$ cat config.mk
export PLATFORM = sky130hd
export DESIGN_NAME = ov7670_dvp_source_flat
export DESIGN_NICKNAME = d
export VERILOG_FILES = /design/src/rtl/ov7670_pkg.sv /design/src/rtl/ov7670_dvp_source_if.sv /design/src/rtl/ov7670_pclk_gen.sv /design/src/rtl/ov7670_dvp_source.sv /design/src/flat_wrapper.sv
export SDC_FILE = /design/constraint.sdc
export NUM_CORES = 1
export LEC_CHECK = 0
export ABC_CLOCK_PERIOD_IN_PS = 4810
export BUFFER_PORTS_ARGS = -buffer_cell sky130_fd_sc_hd__buf_2
export CAP_MARGIN = 20
export CORE_ASPECT_RATIO = 1.5
export CORE_MARGIN = 5
export CORE_UTILIZATION = 40
export CTS_CLUSTER_DIAMETER = 200
export DETAILED_ROUTE_END_ITERATION = 10
export PLACE_DENSITY_LB_ADDON = 0.25
export SLEW_MARGIN = 20
export SYNTH_ARGS = -nofsm -noshare
export SYNTH_HDL_FRONTEND = slang
export SYNTH_HIERARCHICAL = 1
export SYNTH_SLANG_ARGS = --single-unit
$ cat constraint.sdc
create_clock -name clk -period 4.81 [get_ports clk]
set_input_delay 1.443 -clock clk [delete_from_list [all_inputs] [get_ports clk]]
set_output_delay 1.443 -clock clk [all_outputs]
set_load 0.01 [all_outputs]
$ cat src/rtl/ov7670_pkg.sv
`default_nettype none
// +----------------------------------------------------------------------------+
// | Module      : ov7670_pkg                                                   |
// | Description : Shared types, pattern codes, Bayer levels and VGA timing     |
// |               defaults for the OV7670 DVP source.                          |
// | Revision    : 1.0 - initial release                                        |
// +----------------------------------------------------------------------------+
package ov7670_pkg;

    typedef enum logic [2:0] {
        IDLE   = 3'd0,
        SYNC   = 3'd1,
        BACK   = 3'd2,
        ACTIVE = 3'd3,
        FRONT  = 3'd4
    } state_t;

    localparam logic [1:0] PAT_RAMP  = 2'd0;
    localparam logic [1:0] PAT_BAYER = 2'd1;
    localparam logic [1:0] PAT_CONST = 2'd2;
    localparam logic [1:0] PAT_FRAME = 2'd3;

    localparam logic [7:0] BAYER_R = 8'hF0;
    localparam logic [7:0] BAYER_G = 8'h80;
    localparam logic [7:0] BAYER_B = 8'h10;

    localparam int DEF_H_ACTIVE = 640;
    localparam int DEF_H_BLANK  = 144;
    localparam int DEF_V_ACTIVE = 480;
    localparam int DEF_V_SYNC   = 3;
    localparam int DEF_V_BACK   = 17;
    localparam int DEF_V_FRONT  = 10;
    localparam int DEF_PCLK_DIV = 2;

    // Bits needed to count 0..n-1, never less than one.
    function automatic int cnt_width(input int n);
        return (n <= 2) ? 1 : $clog2(n);
    endfunction

    function automatic int max_int(input int a, input int b);
        return (a > b) ? a : b;
    endfunction

    function automatic logic [7:0] pixel_value(
        input logic [1:0] pat,
        input logic [7:0] x,
        input logic [7:0] y,
        input logic [7:0] cval,
        input logic [7:0] fnum
    );
        logic [7:0] v;
        v = 8'h00;
        case (pat)
            PAT_RAMP:  v = x + y;
            PAT_BAYER: begin
                // BGGR: even rows are B/G, odd rows are G/R
                if (!y[0]) v = x[0] ? BAYER_G : BAYER_B;
                else       v = x[0] ? BAYER_R : BAYER_G;
            end
            PAT_CONST: v = cval;
            default:   v = fnum;
        endcase
        return v;
    endfunction

endpackage
`default_nettype wire

$ cat src/rtl/ov7670_dvp_source_if.sv
`default_nettype none
// +----------------------------------------------------------------------------+
// | Module      : ov7670_dvp_source_if                                         |
// | Description : OV7670 parallel pixel bus (PCLK, HREF, VSYNC, D).            |
// | Revision    : 1.0 - initial release                                        |
// +----------------------------------------------------------------------------+
interface ov7670_dvp_source_if;
    logic       PCLK;
    logic       HREF;
    logic       VSYNC;
    logic [7:0] D;

    modport master (output PCLK, HREF, VSYNC, D);
    modport slave  (input  PCLK, HREF, VSYNC, D);
endinterface
`default_nettype wire

$ cat src/rtl/ov7670_pclk_gen.sv
`default_nettype none
// +----------------------------------------------------------------------------+
// | Module      : ov7670_pclk_gen                                              |
// | Description : Free-running divider producing PCLK and the pixel tick.      |
// | Revision    : 1.0 - initial release                                        |
// +----------------------------------------------------------------------------+
module ov7670_pclk_gen
    import ov7670_pkg::*;
#(
    parameter int PCLK_DIV = DEF_PCLK_DIV
) (
    input  logic clk,
    input  logic reset_,
    output logic o_pclk,
    output logic o_tick
);

    localparam int              c_DW       = cnt_width(PCLK_DIV);
    localparam logic [c_DW-1:0] c_DIV_LAST = c_DW'(PCLK_DIV - 1);
    localparam logic [c_DW-1:0] c_DIV_HALF = c_DW'(PCLK_DIV / 2);

    logic [c_DW-1:0] r_div;
    logic [c_DW-1:0] w_div_nxt;
    logic            r_pclk;

    always_comb begin
        w_div_nxt = (r_div == c_DIV_LAST) ? '0 : r_div + c_DW'(1);
    end

    // PCLK is registered from the next count so it falls on the same edge
    // that the tick-driven outputs update.
    always_ff @(posedge clk or negedge reset_) begin
        if (!reset_) begin
            r_div  <= '0;
            r_pclk <= 1'b0;
        end else begin
            r_div  <= w_div_nxt;
            r_pclk <= (w_div_nxt >= c_DIV_HALF);
        end
    end

    assign o_pclk = r_pclk;
    assign o_tick = (r_div == c_DIV_LAST);

endmodule
`default_nettype wire

$ cat src/rtl/ov7670_dvp_source.sv
`default_nettype none
// +----------------------------------------------------------------------------+
// | Module      : ov7670_dvp_source                                            |
// | Description : OV7670 DVP transmitter emitting raw-Bayer test frames.       |
// | Revision    : 1.0 - initial release                                        |
// +----------------------------------------------------------------------------+
module ov7670_dvp_source
    import ov7670_pkg::*;
#(
    parameter int H_ACTIVE = DEF_H_ACTIVE,
    parameter int H_BLANK  = DEF_H_BLANK,
    parameter int V_ACTIVE = DEF_V_ACTIVE,
    parameter int V_SYNC   = DEF_V_SYNC,
    parameter int V_BACK   = DEF_V_BACK,
    parameter int V_FRONT  = DEF_V_FRONT,
    parameter int PCLK_DIV = DEF_PCLK_DIV
) (
    input  logic                       clk,
    input  logic                       reset_,
    input  logic                       enable,
    input  logic [1:0]                 pattern_sel,
    input  logic [7:0]                 const_val,
    ov7670_dvp_source_if.master        dvp,
    output logic [7:0]                 frame_cnt,
    output logic                       frame_done
);

    localparam int              c_H_TOTAL = H_ACTIVE + H_BLANK;
    localparam int              c_V_MAX   = max_int(max_int(V_SYNC, V_BACK), max_int(V_ACTIVE, V_FRONT));
    localparam int              c_HW      = cnt_width(c_H_TOTAL);
    localparam int              c_VW      = cnt_width(c_V_MAX);
    localparam logic [c_HW-1:0] c_H_LAST  = c_HW'(c_H_TOTAL - 1);
    localparam logic [c_HW-1:0] c_H_ACT   = c_HW'(H_ACTIVE);

    logic            w_pclk;
    logic            w_tick;

    state_t          r_state,  w_state_nxt;
    logic [c_HW-1:0] r_hcnt,   w_hcnt_nxt;
    logic [c_VW-1:0] r_vcnt,   w_vcnt_nxt;
    logic [c_VW-1:0] w_lines_m1;
    logic [1:0]      r_pat,    w_pat_nxt;
    logic [7:0]      r_cval,   w_cval_nxt;
    logic [7:0]      r_fnum,   w_fnum_nxt;
    logic [7:0]      r_frame_cnt, w_frame_cnt_nxt;
    logic            r_frame_done;
    logic            w_frame_end;
    logic            w_start;
    logic            r_href,   w_href_nxt;
    logic            r_vsync,  w_vsync_nxt;
    logic [7:0]      r_d,      w_d_nxt;

    ov7670_pclk_gen #(
        .PCLK_DIV (PCLK_DIV)
    ) u_pclk_gen (
        .clk    (clk),
        .reset_ (reset_),
        .o_pclk (w_pclk),
        .o_tick (w_tick)
    );

    // Next pixel slot and the bus values that belong to it; all of it is
    // committed on the edge that ends a tick cycle.
    always_comb begin
        w_state_nxt = r_state;
        w_hcnt_nxt  = r_hcnt;
        w_vcnt_nxt  = r_vcnt;
        w_pat_nxt   = r_pat;
        w_cval_nxt  = r_cval;
        w_fnum_nxt  = r_fnum;
        w_frame_end = 1'b0;
        w_start     = 1'b0;
        w_lines_m1  = '0;

        case (r_state)
            SYNC:    w_lines_m1 = c_VW'(V_SYNC - 1);
            BACK:    w_lines_m1 = c_VW'(V_BACK - 1);
            ACTIVE:  w_lines_m1 = c_VW'(V_ACTIVE - 1);
            FRONT:   w_lines_m1 = c_VW'(V_FRONT - 1);
            default: w_lines_m1 = '0;
        endcase

        if (r_state == IDLE) begin
            w_start = enable;
        end else if (r_hcnt != c_H_LAST) begin
            w_hcnt_nxt = r_hcnt + c_HW'(1);
        end else begin
            w_hcnt_nxt = '0;
            if (r_vcnt != w_lines_m1) begin
                w_vcnt_nxt = r_vcnt + c_VW'(1);
            end else begin
                w_vcnt_nxt = '0;
                // Zero-line porches are skipped outright
                case (r_state)
                    SYNC:    w_state_nxt = (V_BACK > 0) ? BACK : ACTIVE;
                    BACK:    w_state_nxt = ACTIVE;
                    ACTIVE: begin
                        if (V_FRONT > 0) w_state_nxt = FRONT;
                        else             w_frame_end = 1'b1;
                    end
                    default: w_frame_end = 1'b1;
                endcase
            end
        end

        w_frame_cnt_nxt = r_frame_cnt + 8'(w_frame_end);

        if (w_frame_end) begin
            w_state_nxt = IDLE;
            w_start     = enable;
        end

        if (w_start) begin
            w_state_nxt = SYNC;
            w_hcnt_nxt  = '0;
            w_vcnt_nxt  = '0;
            w_pat_nxt   = pattern_sel;
            w_cval_nxt  = const_val;
            w_fnum_nxt  = w_frame_cnt_nxt;
        end

        w_vsync_nxt = (w_state_nxt == SYNC);
        w_href_nxt  = (w_state_nxt == ACTIVE) && (w_hcnt_nxt < c_H_ACT);
        w_d_nxt     = w_href_nxt ? pixel_value(w_pat_nxt, 8'(w_hcnt_nxt), 8'(w_vcnt_nxt),
                                               w_cval_nxt, w_fnum_nxt)
                                 : 8'h00;
    end

    always_ff @(posedge clk or negedge reset_) begin
        if (!reset_) begin
            r_state      <= IDLE;
            r_hcnt       <= '0;
            r_vcnt       <= '0;
            r_pat        <= PAT_RAMP;
            r_cval       <= 8'h00;
            r_fnum       <= 8'h00;
            r_frame_cnt  <= 8'h00;
            r_frame_done <= 1'b0;
            r_href       <= 1'b0;
            r_vsync      <= 1'b0;
            r_d          <= 8'h00;
        end else begin
            r_frame_done <= w_tick & w_frame_end;
            if (w_tick) begin
                r_state     <= w_state_nxt;
                r_hcnt      <= w_hcnt_nxt;
                r_vcnt      <= w_vcnt_nxt;
                r_pat       <= w_pat_nxt;
                r_cval      <= w_cval_nxt;
                r_fnum      <= w_fnum_nxt;
                r_frame_cnt <= w_frame_cnt_nxt;
                r_href      <= w_href_nxt;
                r_vsync     <= w_vsync_nxt;
                r_d         <= w_d_nxt;
            end
        end
    end

    assign dvp.PCLK  = w_pclk;
    assign dvp.HREF  = r_href;
    assign dvp.VSYNC = r_vsync;
    assign dvp.D     = r_d;
    assign frame_cnt  = r_frame_cnt;
    assign frame_done = r_frame_done;

endmodule
`default_nettype wire
$ cat src/flat_wrapper.sv
// flat-port wrapper written by rule: the top's interface ports become plain ports
module ov7670_dvp_source_flat import ov7670_pkg::*;
#(
    parameter int H_ACTIVE = DEF_H_ACTIVE,
    parameter int H_BLANK  = DEF_H_BLANK,
    parameter int V_ACTIVE = DEF_V_ACTIVE,
    parameter int V_SYNC   = DEF_V_SYNC,
    parameter int V_BACK   = DEF_V_BACK,
    parameter int V_FRONT  = DEF_V_FRONT,
    parameter int PCLK_DIV = DEF_PCLK_DIV
)
  (clk, reset_, enable, pattern_sel, const_val, frame_cnt, frame_done, dvp_PCLK, dvp_HREF, dvp_VSYNC, dvp_D);
  ov7670_dvp_source_if dvp_i ();
  input  logic clk;
  input  logic reset_;
  input  logic enable;
  input  logic [1:0] pattern_sel;
  input  logic [7:0] const_val;
  output logic [7:0] frame_cnt;
  output logic frame_done;
  output wire logic [$bits(dvp_i.PCLK)-1:0] dvp_PCLK;
  output wire logic [$bits(dvp_i.HREF)-1:0] dvp_HREF;
  output wire logic [$bits(dvp_i.VSYNC)-1:0] dvp_VSYNC;
  output wire logic [$bits(dvp_i.D)-1:0] dvp_D;
  assign dvp_PCLK = dvp_i.PCLK;
  assign dvp_HREF = dvp_i.HREF;
  assign dvp_VSYNC = dvp_i.VSYNC;
  assign dvp_D = dvp_i.D;
  ov7670_dvp_source #(.H_ACTIVE(H_ACTIVE), .H_BLANK(H_BLANK), .V_ACTIVE(V_ACTIVE), .V_SYNC(V_SYNC), .V_BACK(V_BACK), .V_FRONT(V_FRONT), .PCLK_DIV(PCLK_DIV)) u_core (.clk(clk), .reset_(reset_), .enable(enable), .pattern_sel(pattern_sel), .const_val(const_val), .dvp(dvp_i), .frame_cnt(frame_cnt), .frame_done(frame_done));
endmodule
==> flow_metrics.py, run 1 <==
metrics = {
    "pwr": {
        "leakage_nw": 2.03,
        "vdd_drop_max_uv": 236,
        "powerDensity_nw_per_um2": 379,
    },
    "sta": {
        "finalClockSkew_ns": 0.00736,
        "period_share_pct": 91.2,
        "fmax_mhz": 228,
        "slew_headroom_pct": 40.6,
        "rsz0062_at_grt": "false",
        "finalHoldViolations": 0,
        "final.min_clock_period_ns": 4.39,
        "setup_slack_ns": 0.424,
        "slew_violations": 0,
        "tns_ns": 0,
        "finalSetupViolCount": 0,
        "worst_pin_slew_ns": 0.890,
    },
    "synthesis": {
        "synth_compound_area_share_pct": 14.9,
        "muxShareOfSynthArea_pct": 12.3,
        "postSynth.asyncResetShare_pct": 100,
        "synth_edf_count": 0,
        "ys_types": 57,
        "synth_simple_gate_area_share_pct": 17.9,
        "synth_nets": 436,
        "ys_seq_elements": 60,
        "synthAdderAreaFrac_pct": 4.40,
        "synth_top_flop_cell": "dfrtp_1",
        "seq_area_frac_synth_pct": 38.8,
        "synth_top_family_by_area": "simple AND/OR/NAND/NOR gates",
        "avgSynthCellArea_um2": 9.43,
        "syn_area_um2": 3870,
        "syn-instance-count": 410,
        "synth_warnings": 6,
        "synth_xor_area_share_pct": 6.57,
    },
    "global_routing": {
        "antenna_found_initial": 0,
        "grt_pass1_wl_mm": 15.6,
        "first_global_vias": 3185,
        "grt_use_total_pct": 16.8,
        "grt_max_degree": 55,
        "overflow": 0,
    },
    "routing": {
        "drt-initial-drc-count": 146,
        "final_antenna_net_count": 0,
        "dr.pass1.iters": 4,
        "routedWlPerCell_um": 17.2,
        "route.vias.total": 3103,
        "wirelength_mm": 9.45,
        "drc": 0,
        "viasPerCell": 5.63,
    },
    "worst_setup_path": {
        "cpPeakStageDelay_ns": 0.74,
        "end_kind": "flop",
        "cp_slowest_cell": "or4_1",
        "cp.arrival_ns": 4.56,
        "crit_family": "compound AO/OA/AOI/OAI gates",
        "worstPathMaxFanout": 17,
        "required_ns": 4.98,
        "worstPathCellList": "nor4_2, nand4_1, or4_1, o21ai_4, a21oi_1, ha_1, a21o_1, a21oi_1, o21bai_1, a21oi_1, xor2_1, nor2_1, a2111oi_0, o32ai_1",
        "crit_path_start_kind": "flop",
        "critPathBufInv": 0,
        "crit_type": "reg -> reg",
        "path_common_cell": "a21oi_1",
    },
    "floorplan": {
        "core_area_um2": 9580,
        "initial_core_util_pct": 40.4,
        "die_area_um2": 11800,
        "die_w_um": 90.3,
        "ios": 33,
        "die_h_um": 130,
        "num_rows": 44,
    },
    "status": {
        "status": "finished clean",
    },
    "layout": {
        "final_common_cell": "dfrtp_1",
        "syn2layout_area_growth_pct": 13.3,
        "drive_above_1_share_pct": 21.1,
        "final_nets": 457,
        "final_cell_mix": "dfrtp_1, nand2_1, nor2_1, mux2_2, buf_2",
        "diodes": 0,
    },
    "worst_hold_path": {
        "min_path_type": "reg -> reg",
    },
    "clock_network": {
        "cts_hold_buf": 0,
        "root_buffer": "clkbuf_16",
        "cts_buffers": 9,
        "clockBufferDepth": 2,
        "clk_pin_slew_ns": 0.05,
        "post_cts_buffers": 0,
        "clk_latency_ns": 0.33,
        "htree_num_levels": 3,
        "cts_resized": 0,
        "cts_tree": "done",
        "cts.sink_count": 60,
    },
    "placed_design": {
        "dpl.hpwl_mm": 6.87,
        "place.gp.congestion": 0.895,
        "io_buffers": 32,
        "pre_cts_ws_ns": 0.487,
    },
    "job": {
        "drv_cap": 0,
    },
}
-- worst min-delay path, cell delays in order (launching register included) --
cell     delay (ns)
dfrtp_1        0.34
nand2_1        0.05
o21ai_0        0.06
-- stage by stage --
step / instances / power (mW) / hold WS (ns) / utilization [%] / area (µm²)
CTS: 551 / 1.68 / 0.483 / 45.8 / 4380
detailed placement: 535 / 0.970 / 0.471 / 42.4 / 4060
floorplan: 410 / 0.875 / 0.444 / - / 3870
finish: 551 / 1.66 / 0.483 / 45.8 / 4380
global route: 551 / 1.75 / 0.518 / 45.8 / 4380
global placement: 535 / 0.962 / 0.461 / 42.4 / 4060
-- metal layers --
metal | wire (µm) | track usage [%] | share of wire, %
met5 | 0 | 0 | 0
met4 | 244 | 8.76 | 2.6
met3 | 222 | 3.15 | 2.3
met2 | 5060 | 31.3 | 54
met1 | 3920 | 18.1 | 42
-- power breakdown --
group / internal [mW] / switching, mW / total [mW] / leakage [nW]
logic: 0.160 / 0.192 / 0.352 / 1.09
clock network: 0.467 / 0.229 / 0.696 / 0.153
registers: 0.554 / 0.0610 / 0.615 / 0.790
total: 1.18 / 0.482 / 1.66 / 2.03
-- state kept, by name, indices dropped and copies added, names as in the netlist --
name / cells
u_core/r_fnum: 8
u_core/frame_done: 1
u_core/r_state: 3
u_core/frame_cnt: 8
u_core/r_hcnt: 10
u_core/dvp.VSYNC: 1
u_core/dvp.D: 8
u_core/r_vcnt: 9
u_core/r_cval: 8
u_core/r_pat: 2
u_core/u_pclk_gen/o_tick: 1
u_core/dvp.HREF: 1
-- final cells by class --
cell class / count / area (µm²)
timing repair buffer: 36 / 190
fill: 958 / 5200
multi-input combinational: 308 / 2170
sequential: 60 / 1500
clock buffer: 12 / 246
clock inverter: 4 / 72.6
tap: 115 / 144
inverter: 16 / 60.1
-- cell usage after synthesis (10+ instances only) --
cell type	instances	share of area, %
inv_1	16	1.6
clkbuf_1	14	1.4
nand2_1	37	3.6
dfrtp_1	60	39
nand3_1	10	1.3
nor2_1	35	3.4
xnor2_1	13	2.9
mux2_2	35	10
xor2_1	16	3.6
ha_1	12	3.9
nand2b_1	13	2.1
o21ai_0	20	2.6
a21oi_1	23	3.0
nand4_1	10	1.6
-- worst paths after layout --
check                                  from                to  slack, ns  cells after the start
setup / recovery           u_core/r_hcnt[4]   u_core/dvp.D[5]       0.42                     14
hold / removal             u_core/r_fnum[4]  u_core/r_fnum[4]       0.48                      2
setup reg to reg           u_core/r_hcnt[4]   u_core/dvp.D[5]       0.42                     14
hold reg to reg            u_core/r_fnum[4]  u_core/r_fnum[4]       0.48                      2
max in group asynchronous            reset_  u_core/r_hcnt[0]       2.72                      2
min in group asynchronous            reset_  u_core/dvp.VSYNC       1.24                      1
-- cells by family after synthesis --
logic type | count (synthesis)
simple gates | 138
xor+xnor | 29
buf+inv | 42
compound gates | 85
flops | 60
fa+ha+maj | 13
mux | 43
Note: power is estimated with default switching activity, not from simulation.
==> run 2, diff against run 1 <==
- ABC_AREA: default -> 1
==> run 2 against run 1 <==
  * Die area up 3.6%
  * Via count up 27%
  * Critical endpoint is now u_core/dvp.D[6]
  * Clock skew about the same
  * Non-clock buffer count unchanged
  * Final cell count up 34%
  * Sequential cell count stayed put
==> flow_metrics.py, run 2 <==
metrics = {
    "clock_network": {
        "clk_pin_slew_ns": 0.05,
        "htree_num_levels": 3,
        "clockBufferDepth": 2,
        "cts_tree": "done",
        "clk_latency_ns": 0.33,
        "cts_resized": 0,
        "cts_hold_buf": 0,
        "root_buffer": "clkbuf_16",
        "cts.sink_count": 60,
        "post_cts_buffers": 0,
        "cts_buffers": 9,
    },
    "worst_setup_path": {
        "crit_type": "reg -> reg",
        "required_ns": 5.03,
        "reg2regPathDepth": 21,
        "crit_path_start_kind": "flop",
        "worstPathMaxFanout": 15,
        "r2r_start": "u_core/r_hcnt[0]",
        "r2r_slack_ns": 1.04,
        "cp.arrival_ns": 3.98,
        "critical_path.startpoint": "u_core/r_hcnt[0]",
        "rr_endpoint": "u_core/dvp.D[6]",
        "end_kind": "flop",
    },
    "synthesis": {
        "synth_top_cell_area_share_pct": 37.3,
        "seq_area_frac_synth_pct": 37.3,
        "avgSynthCellArea_um2": 6.83,
        "synth_area_leaders": "dfrtp_1, nand2_1, inv_1",
        "yosysMostFrequentCell": "nand2_1",
        "ys_types": 36,
        "synth_edf_count": 0,
        "synth_largest_area_cell": "dfrtp_1",
        "yosys-top-cells-count": "nand2_1, dfrtp_1, inv_1",
        "synth_top_flop_cell": "dfrtp_1",
        "synth_warnings": 6,
        "syn_area_um2": 4020,
        "postSynth.asyncResetShare_pct": 100,
        "syn-instance-count": 589,
        "synth_nets": 615,
        "ys_seq_elements": 60,
    },
    "layout": {
        "final_nets": 645,
        "final_cell_mix": "nand2_1, dfrtp_1, inv_1, nor2_1",
        "drive_above_1_share_pct": 13.0,
        "fill_cells": 986,
        "finalNonFillerCells": 739,
        "diodes": 0,
        "syn2layout_area_growth_pct": 14.3,
        "largest-register": "u_core/r_hcnt",
        "reg_top3": "u_core/r_hcnt: 10 flops, u_core/r_vcnt: 9 flops",
        "final_common_cell": "nand2_1",
        "largest_reg_flops": 10,
        "fin_util_pct": 47.2,
    },
    "global_routing": {
        "grt_max_degree": 62,
        "grt_pass1_wl_mm": 18.3,
        "first_global_vias": 3765,
        "grt_use_total_pct": 18.9,
        "overflow": 0,
        "antenna_found_initial": 0,
    },
    "routing": {
        "route.vias.total": 3929,
        "routedWlPerCell_um": 14.9,
        "drt-initial-drc-count": 232,
        "final_antenna_net_count": 0,
        "viasPerCell": 5.32,
        "drc": 0,
        "wirelength_mm": 11.0,
        "dr.pass1.iters": 5,
    },
    "floorplan": {
        "die_h_um": 133,
        "initial_core_util_pct": 41.3,
        "die_area_um2": 12200,
        "die_w_um": 91.9,
        "ios": 33,
        "num_rows": 44,
        "core_area_um2": 9740,
    },
    "worst_hold_path": {
        "hold-path-cell-count": 2,
        "min_path_type": "reg -> reg",
        "min_to": "u_core/r_fnum[1]",
        "min_from": "u_core/r_fnum[1]",
    },
    "sta": {
        "fmax_mhz": 265,
        "rsz0062_at_grt": "false",
        "slew_headroom_pct": 60.2,
        "period_share_pct": 78.3,
        "finalHoldViolations": 0,
        "finalSetupViolCount": 0,
        "slew_violations": 0,
        "tns_ns": 0,
        "finalClockSkew_ns": 0.00687,
        "worst_pin_slew_ns": 0.596,
        "final.min_clock_period_ns": 3.77,
    },
    "job": {
        "drv_cap": 0,
    },
    "placed_design": {
        "io_buffers": 32,
        "place_inst": 723,
        "dpl.hpwl_mm": 8.26,
        "place.gp.congestion": 0.979,
    },
    "pwr": {
        "powerDensity_nw_per_um2": 265,
        "vdd_drop_max_uv": 185,
        "leakage_nw": 2.49,
    },
    "status": {
        "status": "finished clean",
    },
}
-- run 2: changes by cell type after synthesis, moves of 11 or more --
cell / before / now
nand3_1: 10 / 42
o21ai_0: 20 / 42
mux2_2: 35 / 0
inv_1: 16 / 56
nand2b_1: 13 / 0
xor2_1: 16 / 5
nor2_1: 35 / 53
nand2_1: 37 / 208
-- run 2: worst max path at each step --
stage,end,slack [ns],cells after the start
after detailed placement,u_core/dvp.D[6],0.94,15
after global placement,u_core/dvp.D[6],1.03,15
final,u_core/dvp.D[6],1.04,21
after floorplan,u_core/dvp.D[6],1.33,15
after global routing,u_core/dvp.D[6],0.74,20
after CTS,u_core/dvp.D[6],1.07,21
-- run 2: where the power goes --
| part | leakage [nW] | internal, mW | switching, mW |
|---|---|---|---|
| logic | 1.67 | 0.00417 | 0.0121 |
| registers | 0.664 | 0.505 | 0 |
| clock network | 0.153 | 0.467 | 0.228 |
| total | 2.49 | 0.976 | 0.241 |
-- run 2: layout make-up --
class / count / area (µm²) / share of cell area, %
sequential: 60 / 1500 / 32.6
multi-input combinational: 448 / 2200 / 47.9
clock inverter: 4 / 72.6 / 1.58
clock buffer: 12 / 246 / 5.36
timing repair buffer: 36 / 193 / 4.19
tap: 115 / 144 / 3.13
inverter: 64 / 240 / 5.22
-- run 2: routing by layer --
metal  vias to the layer above  share of wire (%)  GRT usage [%]
met5                         -                  0              0
li1                       1955                  -              -
met4                         0                3.3           9.17
met1                      1847                 41           22.4
met3                        24                3.5           3.13
met2                       103                 52           32.8
-- run 2: cells by family (layout without fill, tap and decap cells) --
logic type,count (synthesis),in the layout,share of synthesized area [%]
DFF,60,60,37.3
and+or+nand+nor,339,339,36.2
buffers and inverters,81,116,7.93
xor gates and xnor gates,11,11,2.39
AOI/OAI and AO/OA,85,85,11.9
adders and majority gates,13,13,4.23
-- run 2: per-stage QoR --
stage                     hold WS, ns  setup slack, ns  power [mW]  cell area, µm²
final                           0.478             1.04        1.22            4600
after global routing            0.505            0.741        1.26            4600
after CTS                       0.481             1.07        1.23            4600
after detailed placement        0.465            0.945       0.531            4280
after global placement          0.460             1.03       0.531            4280
after floorplan                 0.449             1.33       0.514            4020
-- run 2: worst max-delay path, stage by stage (launching register included) --
cell and delay [ns]:
dfrtp_1 0.42, ha_1 0.24, nand3_1 0.14, clkinv_1 0.13
nand3_2 0.19, nor2_2 0.07, nand4_2 0.15, nand2_4 0.12
nand2_4 0.19, inv_2 0.15, a21oi_1 0.24, ha_1 0.25
inv_1 0.07, fa_1 0.40, o21ai_0 0.30, a21o_1 0.16
a21oi_1 0.07, xnor2_1 0.12, nand2_1 0.07, nand3_1 0.07
nand2_1 0.06, nand2_1 0.04
